### src/rtl/kamus_pkg.sv
// kamus_pkg: shared types for the kamus memory arbiter
package kamus_pkg;
  typedef enum logic [1:0] {IDLE, BUSY, RESP} arb_state_e;
  typedef enum logic {SRC_INSTR, SRC_DATA} arb_src_e;
endpackage

### src/rtl/kamus_mem_arbiter.sv
// kamus_mem_arbiter: round-robin share of one memory port between fetch and data.
// Define KAMUS_ARB_TIMEOUT_EN to abort accesses that see no mem_ack_i within TIMEOUT_CYCLES.
module kamus_mem_arbiter
  import kamus_pkg::*;
#(
  parameter int ADDR_W = 32,
  parameter int DATA_W = 32,
  parameter int TIMEOUT_CYCLES = 16
) (
  input  logic                clk_i,
  input  logic                rst_i,
  input  logic                instr_req_i,
  input  logic [ADDR_W-1:0]   instr_addr_i,
  output logic                instr_gnt_o,
  output logic                instr_rvalid_o,
  output logic [DATA_W-1:0]   instr_rdata_o,
  output logic                instr_err_o,
  input  logic                data_req_i,
  input  logic                data_we_i,
  input  logic [DATA_W/8-1:0] data_be_i,
  input  logic [ADDR_W-1:0]   data_addr_i,
  input  logic [DATA_W-1:0]   data_wdata_i,
  output logic                data_gnt_o,
  output logic                data_rvalid_o,
  output logic [DATA_W-1:0]   data_rdata_o,
  output logic                data_err_o,
  output logic                mem_req_o,
  output logic                mem_we_o,
  output logic [DATA_W/8-1:0] mem_be_o,
  output logic [ADDR_W-1:0]   mem_addr_o,
  output logic [DATA_W-1:0]   mem_wdata_o,
  input  logic                mem_ack_i,
  input  logic [DATA_W-1:0]   mem_rdata_i
);
  arb_state_e state_q, state_d;
  arb_src_e src_q, src_d, last_q, last_d;
  logic we_q, we_d;
  logic [DATA_W/8-1:0] be_q, be_d;
  logic [ADDR_W-1:0] addr_q, addr_d;
  logic [DATA_W-1:0] wdata_q, wdata_d, rdata_q, rdata_d;
  logic timeout, err_q;
  // on a tie the port that did not win last time goes first
  assign instr_gnt_o = state_q == IDLE && instr_req_i && (!data_req_i || last_q == SRC_DATA);
  assign data_gnt_o = state_q == IDLE && data_req_i && !instr_gnt_o;
  always_comb begin
    state_d = state_q;
    src_d = src_q;
    last_d = last_q;
    we_d = we_q;
    be_d = be_q;
    addr_d = addr_q;
    wdata_d = wdata_q;
    rdata_d = rdata_q;
    if (instr_gnt_o || data_gnt_o) begin
      src_d = data_gnt_o ? SRC_DATA : SRC_INSTR;
      last_d = src_d;
      we_d = data_gnt_o && data_we_i;
      be_d = data_gnt_o ? data_be_i : '1;
      addr_d = data_gnt_o ? data_addr_i : instr_addr_i;
      wdata_d = data_gnt_o ? data_wdata_i : '0;
      state_d = BUSY;
    end
    if (state_q == BUSY && (mem_ack_i || timeout)) begin
      rdata_d = (mem_ack_i && !we_q) ? mem_rdata_i : '0;
      state_d = RESP;
    end
    if (state_q == RESP) state_d = IDLE;
  end
  always_ff @(posedge clk_i or posedge rst_i)
    if (rst_i) begin
      state_q <= IDLE;
      src_q <= SRC_INSTR;
      last_q <= SRC_INSTR;
      we_q <= 1'b0;
      be_q <= '0;
      addr_q <= '0;
      wdata_q <= '0;
      rdata_q <= '0;
    end else begin
      state_q <= state_d;
      src_q <= src_d;
      last_q <= last_d;
      we_q <= we_d;
      be_q <= be_d;
      addr_q <= addr_d;
      wdata_q <= wdata_d;
      rdata_q <= rdata_d;
    end
`ifdef KAMUS_ARB_TIMEOUT_EN
  localparam int CW = $clog2(TIMEOUT_CYCLES + 1);
  logic [CW-1:0] cnt_q, cnt_d;
  logic err_d;
  // an ack in the expiring cycle wins over the timeout
  always_comb begin
    cnt_d = state_q == BUSY ? cnt_q + 1'b1 : '0;
    timeout = state_q == BUSY && !mem_ack_i && cnt_d == CW'(TIMEOUT_CYCLES);
    err_d = state_q == BUSY ? timeout : err_q;
  end
  always_ff @(posedge clk_i or posedge rst_i)
    if (rst_i) begin
      cnt_q <= '0;
      err_q <= 1'b0;
    end else begin
      cnt_q <= cnt_d;
      err_q <= err_d;
    end
`else
  assign timeout = 1'b0;
  assign err_q = 1'b0;
`endif
  assign mem_req_o = state_q == BUSY;
  assign mem_we_o = we_q;
  assign mem_be_o = be_q;
  assign mem_addr_o = addr_q;
  assign mem_wdata_o = wdata_q;
  assign instr_rvalid_o = state_q == RESP && src_q == SRC_INSTR;
  assign data_rvalid_o = state_q == RESP && src_q == SRC_DATA;
  assign instr_rdata_o = instr_rvalid_o ? rdata_q : '0;
  assign data_rdata_o = data_rvalid_o ? rdata_q : '0;
  assign instr_err_o = instr_rvalid_o && err_q;
  assign data_err_o = data_rvalid_o && err_q;
endmodule

### config.mk
export PLATFORM = sky130hd
export DESIGN_NAME = kamus_mem_arbiter
export DESIGN_NICKNAME = d
export VERILOG_FILES = /design/src/rtl/kamus_pkg.sv /design/src/rtl/kamus_mem_arbiter.sv
export SDC_FILE = /design/constraint.sdc
export NUM_CORES = 1
export LEC_CHECK = 0
export CORE_UTILIZATION = 39
export CTS_CLUSTER_SIZE = 30
export DETAILED_ROUTE_END_ITERATION = 7
export PLACE_DENSITY = 0.89
export REMOVE_ABC_BUFFERS = 1
export SKIP_CTS_REPAIR_TIMING = 1
export SYNTH_ARGS = -nofsm -noshare
export SYNTH_HDL_FRONTEND = slang
export SYNTH_SLANG_ARGS = --single-unit
export TNS_END_PERCENT = 10
### constraint.sdc
create_clock -name clk_i -period 4.3 [get_ports clk_i]
set_input_delay 0.645 -clock clk_i [delete_from_list [all_inputs] [get_ports clk_i]]
set_output_delay 0.645 -clock clk_i [all_outputs]
set_load 0.005 [all_outputs]
==> qor.json <==
{
  "status": "complete, no violations",
  "route.final.wire_length_um": 15500,
  "setup.worst_path.start_class": "primary input",
  "count_of_flip_flops_with_a_built_in_enable_after_synthesis": 0,
  "synth_sequential_area_ratio": 0.509,
  "holdPathStages": 2,
  "cts_tree": "built",
  "synthDistinctLibCells": 34,
  "design.portCount": 278,
  "coreArea_um2": 12700,
  "async_flop_share": 1.00,
  "timing.final.setup_violations": 0,
  "total_cts_buffers": 9,
  "ctsRootBufferMaster": "sky130_fd_sc_hd__clkbuf_16",
  "layoutNonFillerInstCount": 915,
  "worstSkewPairLatency_ns": 0.34,
  "clock_sink_count": 104,
  "ctsHtreeMaxLevel": 3,
  "ys_seq_elements": 104,
  "number_of_instances_in_the_placed_design": 899,
  "postSynth.topFlopCell": "sky130_fd_sc_hd__dfrtp_1",
  "tightest_slew_ns": 1.30,
  "max_freq_ghz": 0.306,
  "timing.setup.critical_path_class": "in -> out",
  "antenna_found_initial": 0,
  "drive_above_1_share": 0.0713,
  "max-vdd-ir-drop_v": 0.000342,
  "max-slew-margin-rel": 0.132,
  "fp.dieH_um": 116,
  "vias": 4662,
  "timing.max_cap.violations": 0,
  "via_count_of_the_first_global_routing_pass": 4572,
  "ff_latch_area_um2": 2600,
  "route.antenna.remaining_nets": 0,
  "num_rows": 41,
  "n_antenna_cell": 0,
  "timing.critical_path.arrival_ns": 2.62,
  "finalPower_w": 0.00452,
  "grt_overflow_total": 0,
  "worst_ep_required_time_ns": 3.65,
  "r2r.worst_path.cells": 3,
  "gr-usage-all-layers": 0.232,
  "cts.clk_slew.worst_paths_ns": 0.06,
  "grt_setup_unrepaired": "false",
  "detailed_route_wire_length_per_cell_um": 16.9,
  "endpoint_kind": "primary output",
  "final_util": 0.642,
  "drv_slew": 0,
  "route.detailed.vias_per_inst": 5.10,
  "drcViolationCount": 0,
  "start_util": 0.402,
  "chipWidth_um": 116,
  "ys.warnings.count": 0,
  "post-route-period-util": 0.759,
  "gpl_congestion": 0.799,
  "syn_area_per_cell_um2": 10.4,
  "io_buffers": 275,
  "cell_count_after_synthesis": 490,
  "worst-path-max-fanout": 15,
  "design.final.nets": 876,
  "tns_ns": 0,
  "dr.pass1.iters": 4,
  "power.density_nw_per_um2": 553,
  "post_synth_instance_area_um2": 5110,
  "worst_hold_path_type": "reg -> reg",
  "hold_viol_final": 0,
  "leakage_nw": 3.41,
  "skew_ns": 0.00864,
  "grt_pass1_wl_um": 23700,
  "syn_to_final_growth_pct": 59.9,
  "setup_slack_placement_ns": 1.03,
  "post-route-min-period_ns": 3.26,
  "multi_input_area_um2": 2240,
  "finalWorstSetupSlack_ns": 1.04,
  "floorplan.die_area_um2": 13600,
  "clockBufferDepth": 2,
  "num-fill-cells": 1028,
  "grt_max_degree": 95,
  "drt_iter0_drc": 316,
  "hpwlAfterDp_um": 11400
}
routing by layer:
metal	global-route usage	vias up	wire length [um]
met4	0.100	0	403
li1	-	2211	-
met1	0.270	2225	6090
met3	0.0472	28	1100
met2	0.413	198	7890
met5	0	-	0
layout by cell type, fill, tap and decap left out, drive strengths merged, types with 4 or more instances in the layout:
cell,instances
o21ai,54
and2,65
nor2,4
clkdlybuf4s50,275
inv,4
nor3,22
o22a,4
clkbuf,11
buf,8
nor3b,25
nand2b,32
a22o,33
nand2,35
dfrtp,104
a221o,10
and3,20
o31ai,22
per-stage QoR:
step	hold WS, ns	instance area (um2)
3_5_place_dp	0.484	7880
6_report	0.496	8170
3_3_place_gp	0.471	7880
5_1_grt	0.520	8170
4_1_cts	0.499	8170
2_1_floorplan	0.455	4850
state kept, by name, indices dropped and copies added (netlist names):
signal and count:
rdata_q 32, mem_addr_o 32, last_q 1, mem_wdata_o 32
state_q 2, mem_be_o 4, mem_we_o 1
final timing paths:
| path | end | slack, ns | from |
|---|---|---|---|
| max in group asynchronous | rdata_q[23] | 2.49 | rst_i |
| worst max register to register | mem_addr_o[7] | 1.87 | state_q[0] |
| worst max-delay path | data_gnt_o | 1.04 | data_req_i |
| min in group asynchronous | rdata_q[24] | 0.94 | rst_i |
| worst min register to register | rdata_q[27] | 0.50 | rdata_q[27] |
| worst min-delay path | rdata_q[27] | 0.50 | rdata_q[27] |
where the power goes:
part	internal [W]	switching (W)	leakage (nW)
Sequential	0.00140	0.000296	1.29
Clock	0.000428	0.000368	0.139
Combinational	0.00116	0.000866	1.98
cells by family (layout without fill, tap and decap cells):
group,count (synthesis),after routing,synth area share
AND/OR/NAND/NOR,210,210,0.265
other,1,2,0.000734
flip-flops,104,104,0.509
buffers and inverters,49,301,0.0536
AO/OA/AOI/OAI,126,126,0.172
layout make-up:
class	instances	area share
timing repair buffer	283	0.344
sequential	104	0.318
multi-input combinational	338	0.274
clock buffer	11	0.0309
tap	172	0.0263
clock inverter	5	0.00459
inverter	2	0.00122
critical path, stage by stage:
cell and delay [ns]:
sky130_fd_sc_hd__clkdlybuf4s50_1 0.57, sky130_fd_sc_hd__nor3b_4 0.45, sky130_fd_sc_hd__nand2_2 0.31, sky130_fd_sc_hd__inv_2 0.12, sky130_fd_sc_hd__clkdlybuf4s50_1 0.51
cell usage after synthesis, drive strengths merged (10+ instances only):
cell    instances  area share
and2           65       0.080
a22o           33       0.057
buf            31       0.040
a221o          10       0.020
nor3           22       0.041
nand2          35       0.026
nand2b         32       0.039
o31ai          22       0.032
clkbuf         16       0.012
dfrtp         104        0.51
nor3b          25       0.040
and3           20       0.024
o21ai          54       0.053
No activity file was read; power rests on OpenSTA's default activity.
